[src/rtl/pwm_pkg.sv]
// Shared PWM types and parameter helpers.
// Holds the channel mode encoding and the prescaler divide computation.
package pwm_pkg;

    typedef enum logic [1:0] {
        MODE_STATIC  = 2'd0,
        MODE_BLINK   = 2'd1,
        MODE_BREATHE = 2'd2,
        MODE_OFF     = 2'd3
    } mode_e;

    // Clocks per phase step; never below one.
    function automatic int presc_calc(
        input int clk_freq,
        input int pwm_freq,
        input int duty_w
    );
        int div;
        div = clk_freq / (pwm_freq * (1 << duty_w));
        return (div < 1) ? 1 : div;
    endfunction

endpackage

[src/rtl/pwm_tick_gen.sv]
// Prescaler plus phase counter for the PWM bank.
// Ports: CLOCK_50, RESET_N in; tick, phase, period_end out.
module pwm_tick_gen #(
    parameter int PRESC  = 4,
    parameter int DUTY_W = 8
) (
    input  logic              CLOCK_50,
    input  logic              RESET_N,
    output logic              tick,
    output logic [DUTY_W-1:0] phase,
    output logic              period_end
);

    localparam int PW = (PRESC > 1) ? $clog2(PRESC) : 1;

    logic [PW-1:0] cnt;

    assign tick       = (cnt == PW'(PRESC - 1));
    assign period_end = tick & (&phase);

    always_ff @(posedge CLOCK_50 or negedge RESET_N) begin
        if (!RESET_N) begin
            cnt   <= '0;
            phase <= '0;
        end else if (tick) begin
            cnt   <= '0;
            phase <= phase + 1'b1;
        end else begin
            cnt   <= cnt + 1'b1;
        end
    end

endmodule

[src/rtl/pwm_bank.sv]
// Multi-channel PWM bank with static, blink and breathe modes.
// Ports: CLOCK_50, RESET_N; write port wr_*; period_end, pwm_out.
module pwm_bank
    import pwm_pkg::*;
#(
    parameter int CLK_FREQ      = 50000000,
    parameter int PWM_FREQ      = 5000,
    parameter int CHANNELS      = 18,
    parameter int DUTY_W        = 8,
    parameter int BLINK_PERIODS = 2500,
    // One spare code so out-of-range indices stay representable
    // even when CHANNELS is a power of two.
    parameter int CH_W          = $clog2(CHANNELS + 1)
) (
    input  logic                CLOCK_50,
    input  logic                RESET_N,
    input  logic                wr_valid,
    output logic                wr_ready,
    input  logic [CH_W-1:0]     wr_ch,
    input  logic [DUTY_W-1:0]   wr_duty,
    input  logic [1:0]          wr_mode,
    output logic                wr_err,
    output logic                period_end,
    output logic [CHANNELS-1:0] pwm_out
);

    localparam int PRESC = presc_calc(CLK_FREQ, PWM_FREQ, DUTY_W);
    localparam int BW    = $clog2(BLINK_PERIODS + 1);
    localparam logic [DUTY_W-1:0] MAXL = '1;

    logic              tick;
    logic              pe;
    logic              boundary;
    logic [DUTY_W-1:0] phase;

    pwm_tick_gen #(
        .PRESC  (PRESC),
        .DUTY_W (DUTY_W)
    ) u_tick (
        .CLOCK_50   (CLOCK_50),
        .RESET_N    (RESET_N),
        .tick       (tick),
        .phase      (phase),
        .period_end (pe)
    );

    assign period_end = pe;
    assign boundary   = tick & pe;

    logic [DUTY_W-1:0] sh_duty  [CHANNELS];
    mode_e             sh_mode  [CHANNELS];
    logic [DUTY_W-1:0] act_duty [CHANNELS];
    mode_e             act_mode [CHANNELS];
    logic [DUTY_W-1:0] nx_duty  [CHANNELS];
    mode_e             nx_mode  [CHANNELS];
    logic [BW-1:0]     blk_cnt  [CHANNELS];
    logic              blk_on   [CHANNELS];
    logic [DUTY_W-1:0] brt_lvl  [CHANNELS];
    logic              brt_up   [CHANNELS];
    logic [DUTY_W-1:0] lvl      [CHANNELS];

    logic wr_fire;
    logic wr_bad;
    logic wr_hit;

    assign wr_fire = wr_valid & wr_ready;
    assign wr_bad  = (32'(wr_ch) >= 32'(CHANNELS));
    assign wr_hit  = wr_fire & ~wr_bad;

    // Shadow as it will be after this cycle, so a write landing
    // on the boundary cycle is promoted with everything else.
    always_comb begin
        for (int i = 0; i < CHANNELS; i++) begin
            nx_duty[i] = sh_duty[i];
            nx_mode[i] = sh_mode[i];
            if (wr_hit && wr_ch == CH_W'(i)) begin
                nx_duty[i] = wr_duty;
                nx_mode[i] = mode_e'(wr_mode);
            end
        end
    end

    always_comb begin
        for (int i = 0; i < CHANNELS; i++) begin
            lvl[i] = '0;
            case (act_mode[i])
                MODE_STATIC:  lvl[i] = act_duty[i];
                MODE_BLINK:   lvl[i] = blk_on[i] ? act_duty[i] : '0;
                MODE_BREATHE: lvl[i] = brt_lvl[i];
                default:      lvl[i] = '0;
            endcase
        end
    end

    always_ff @(posedge CLOCK_50 or negedge RESET_N) begin
        if (!RESET_N) begin
            wr_ready <= 1'b0;
            wr_err   <= 1'b0;
            pwm_out  <= '0;
            for (int i = 0; i < CHANNELS; i++) begin
                sh_duty[i]  <= '0;
                sh_mode[i]  <= MODE_OFF;
                act_duty[i] <= '0;
                act_mode[i] <= MODE_OFF;
                blk_cnt[i]  <= '0;
                blk_on[i]   <= 1'b0;
                brt_lvl[i]  <= '0;
                brt_up[i]   <= 1'b0;
            end
        end else begin
            wr_ready <= 1'b1;
            wr_err   <= wr_fire & wr_bad;
            for (int i = 0; i < CHANNELS; i++) begin
                sh_duty[i] <= nx_duty[i];
                sh_mode[i] <= nx_mode[i];
                // Full-scale level holds high through the wrap.
                pwm_out[i] <= (lvl[i] == MAXL) | (phase < lvl[i]);
                if (boundary) begin
                    act_duty[i] <= nx_duty[i];
                    act_mode[i] <= nx_mode[i];
                    if (nx_mode[i] != act_mode[i]) begin
                        blk_cnt[i] <= '0;
                        blk_on[i]  <= 1'b1;
                        brt_lvl[i] <= '0;
                        brt_up[i]  <= 1'b1;
                    end else begin
                        if (act_mode[i] == MODE_BLINK) begin
                            if (blk_cnt[i] + 1'b1 == BW'(BLINK_PERIODS)) begin
                                blk_cnt[i] <= '0;
                                blk_on[i]  <= ~blk_on[i];
                            end else begin
                                blk_cnt[i] <= blk_cnt[i] + 1'b1;
                            end
                        end
                        if (act_mode[i] == MODE_BREATHE) begin
                            if (brt_lvl[i] > nx_duty[i]) begin
                                // Duty fell under the ramp: clamp, head down.
                                brt_lvl[i] <= nx_duty[i];
                                brt_up[i]  <= 1'b0;
                            end else if (brt_up[i]) begin
                                if (brt_lvl[i] < nx_duty[i]) begin
                                    brt_lvl[i] <= brt_lvl[i] + 1'b1;
                                end else begin
                                    brt_up[i] <= 1'b0;
                                    if (brt_lvl[i] != '0)
                                        brt_lvl[i] <= brt_lvl[i] - 1'b1;
                                end
                            end else begin
                                if (brt_lvl[i] != '0) begin
                                    brt_lvl[i] <= brt_lvl[i] - 1'b1;
                                end else begin
                                    brt_up[i] <= 1'b1;
                                    if (nx_duty[i] != '0)
                                        brt_lvl[i] <= brt_lvl[i] + 1'b1;
                                end
                            end
                        end
                    end
                end
            end
        end
    end

endmodule

[config.mk]
export PLATFORM = sky130hd
export DESIGN_NAME = pwm_bank
export DESIGN_NICKNAME = d
export VERILOG_FILES = /design/src/rtl/pwm_pkg.sv /design/src/rtl/pwm_tick_gen.sv /design/src/rtl/pwm_bank.sv
export SDC_FILE = /design/constraint.sdc
export NUM_CORES = 2
export LEC_CHECK = 0
export CAP_MARGIN = 20
export CORE_MARGIN = 3
export CORE_UTILIZATION = 55
export CTS_BUF_LIST = sky130_fd_sc_hd__clkbuf_4 sky130_fd_sc_hd__clkbuf_8
export DETAILED_ROUTE_END_ITERATION = 10
export PLACE_DENSITY = 0.71
export SLEW_MARGIN = 20
export SYNTH_ARGS = -nofsm -noshare
export SYNTH_HDL_FRONTEND = slang
export SYNTH_HIERARCHICAL = 1
export SYNTH_SLANG_ARGS = --single-unit
[constraint.sdc]
create_clock -name CLOCK_50 -period 8.3 [get_ports CLOCK_50]
set_input_delay 1.66 -clock CLOCK_50 [delete_from_list [all_inputs] [get_ports CLOCK_50]]
set_output_delay 1.66 -clock CLOCK_50 [all_outputs]
set_load 0.01 [all_outputs]
==> results.md <==
* Hold Path Stages at 1
* Post-CTS Setup Repair Bufs at 0
* CTS tree: done
* Reg2reg path depth at 13
* Critical Path RT at 9030 ps
* TNS Setup at 0 ps
* Die H at 323 um
* IO buf count at 38
* Final min period at 6280 ps
* Rows at 115
* Die area at roughly 100000 sq um
* Initial cell density of the core at a little under three fifths
* Yosys Warn Count at 6
* Largest net degree at the start of global routing at 152
* Reg-to-reg endpoint: brt_lvl[122]
* CP max stage delay at 770 ps
* Worst skew pair latency at 840 ps
* RSZ-0062 raised after global routing: no
* First-pass GRT wire length at 254000 um
* CTS clock-pin slew for the worst setup and hold paths at 70 ps
* Htree depth at 4
* Dpl hpwl at 106000 um
* Grt ovf at 0
* Post-synth cell types at about 120
* WL/cell at 20.2 um
* Critical register-to-register path startpoint: wr_ready
* Syn Inst Count at 6553
* Worst hold path class: reg -> reg
* Total power at 9.83 mW
* Syn Nets at 6880
* Seq/Total Area, Yosys at 35.9%
* FFs w/ async S/R, synth at 100%
* Post-Place Setup Slack at 1320 ps
* IO Pins at 39
* # DRC at 0
* Leakage power at 28.0 nW
* Tot GR Track Use at 30.0%
* Peak Freq at 0.159 GHz
* Max FO, Critical Path at 19
* Post-cts gate resize count at 0
* Vias at 49431
* Crit path cell chain: clkdlybuf4s50_1, nor2_2, nand3_1, mux2i_1, ha_1, nor3b_1, o2111ai_1, a21oi_1, a211o_1, nand2_1, o211ai_1, nand2_1, o31ai_1
* # hold bufs at CTS at 0
* CTS Sinks at 790
* Critical-path cell with the highest stage delay: nor2_2
* GP Congestion at 0.975
* Fin crit share at ~76%
* Area grow syn2layout at 7.70%
* Final setup violation count at 0
* Cts bufs inserted at about 150
* Core ar. at 99000 sq um
* Peak supply drop at ~150 uV
* Critical Path Sink Type: flop
* Pre-Repair DR Iteration Count at 5
* Mean post-synth cell area at 8.43 sq um
* Hold Crit Start: blk_cnt[80]
* Clk root buf: clkbuf_8
* Die width at roughly 320 um
* WS Path Type: in -> reg
* Routed Antenna Nets at 0
* Synthesized flop and latch total at 790
* Routed vias/inst at 6.33
* Ys flop type: dfrtp_1
* Initial antenna violation count at 4
* Maxcap violations at 0
* Final hold vios at 0
* Share of cells above drive strength 1 at 8.57%
* Number of global-route vias before repair at about 47000
* Relative slew slack at 24.7%
* Most frequent CP cell: nand2_1
* Drt total wl at 157000 um
* Hold Path End: blk_cnt[80]
* Final net count at 6725
* Worst Tran Pin Value at about 1100 ps
* DRT iter0 DRCs at 4395
* Post-synth EDFFs at 0
* Maximum clock path buffer count at 3
* Post-Syn Area at 55300 sq um
* Outcome: complete, no violations
* Final Max Tran Viols at 0
* Crit path DAT at ~7000 ps
* Reg2reg setup slack at ~3000 ps
* Worst setup margin at 2020 ps
* Pwr dens at 165 nW/um^2
* Setup crit start kind: input port
* Clock Skew at 35.5 ps
[worst max path at each step]
stage / cells past startpoint / start / end / slack [ps]
finish: 13 / wr_ch[4] / brt_lvl[57] / 2020
detailed placement: 13 / wr_ch[4] / brt_lvl[57] / 1320
CTS: 13 / wr_ch[4] / brt_lvl[57] / 2210
floorplan: 17 / wr_ch[4] / brt_lvl[115] / 2690
global route: 13 / wr_ch[2] / brt_lvl[57] / 1680
global placement: 15 / wr_ch[4] / brt_lvl[33] / 1460
[through the flow]
step,util (%),area (sq um),cells,hold slack (ps)
after floorplan,-,55300,6553,438
after global placement,56.8,56200,7535,472
after detailed placement,56.8,56200,7535,468
after CTS,60.1,59500,7806,482
after global routing,60.1,59500,7809,500
final,60.1,59500,7813,480
[worst max-delay path, delay by kind of cell]
kind	cells	cell delay (ps)
AND/OR/NAND/NOR	5	2330
AO/OA/AOI/OAI	5	1600
buffers and inverters	1	590
multiplexers	1	550
adder cells (fa/ha/maj)	1	250
[flip-flops by register name, indices dropped and copies added (netlist names)]
| signal | flops |
|---|---|
| act_duty | 144 |
| act_mode | 36 |
| blk_cnt | 216 |
| blk_on | 18 |
| brt_lvl | 144 |
| brt_up | 18 |
| pwm_out | 18 |
| sh_duty | 144 |
| sh_mode | 36 |
| u_tick/cnt | 6 |
| u_tick/phase | 8 |
| wr_err | 1 |
| wr_ready | 1 |
[cells in the mapped netlist (71+ instances only)]
cell,instances,area [sq um]
a31oi_1,117,732
nand2b_1,109,682
o21a_1,74,556
inv_1,286,1070
o21ai_0,624,3120
o31ai_1,111,833
xnor2_1,120,1050
mux2i_1,342,3420
nand2_1,659,2470
and3_1,164,1030
nor2_1,522,1960
nor4_1,71,444
clkbuf_1,321,1200
ha_1,309,3870
a21oi_1,345,1730
xor2_1,73,639
dfstp_2,72,1890
nand3_1,256,1280
nor2b_1,91,569
dfrtp_1,718,18000
nor3_1,148,741
[logic make-up after synthesis]
logic type	Yosys count	synth area share, %
xor gates and xnor gates	194	3.09
buffers and inverters	698	4.93
adders and majority gates	317	7.14
DFF	790	35.9
other	1	0.00679
AOI/OAI and AO/OA	1824	21.1
muxes	363	6.64
and+or+nand+nor	2366	21.2
[layer usage]
metal  global-route usage, %  wire (um)
met1                    41.8      70500
met2                    46.5      69800
met3                    5.36      11500
met4                    11.8       5670
met5                       0         13
[final cells by class]
type                            instances  area, sq um
Clock inverter                         27          320
Clock buffer                          244         2980
Fill cell                            8662        39500
Timing Repair Buffer                  106          926
Sequential cell                       790        19900
Inverter                              288         1080
Antenna cell                            6         15.0
Tap cell                             1287         1610
Multi-Input combinational cell       5065        32700
[cells in the final DEF (no fill, tap or decap), drive strengths merged, types with 73 or more instances in the layout]
| cell | Yosys | layout |
|---|---|---|
| clkbuf | 323 | 244 |
| nor2b | 91 | 91 |
| o21a | 74 | 74 |
| a31oi | 117 | 117 |
| and3 | 164 | 164 |
| o31ai | 115 | 115 |
| nand2 | 661 | 661 |
| a21oi | 348 | 348 |
| nand3 | 258 | 258 |
| xor2 | 73 | 73 |
| mux2i | 345 | 345 |
| ha | 309 | 309 |
| buf | 87 | 78 |
| nand2b | 110 | 110 |
| o21ai | 665 | 665 |
| inv | 287 | 291 |
| nor2 | 524 | 524 |
| xnor2 | 121 | 121 |
| nor3 | 151 | 151 |
| dfrtp | 718 | 718 |
[report_power, final]
part           internal (mW)  leakage, nW  switching (mW)  total [mW]
registers               3.99         9.74          0.0645        4.05
logic                  0.515         16.5            1.06        1.57
clock network           2.46         1.74            1.75        4.21
Power figures use the tool's default switching activity.
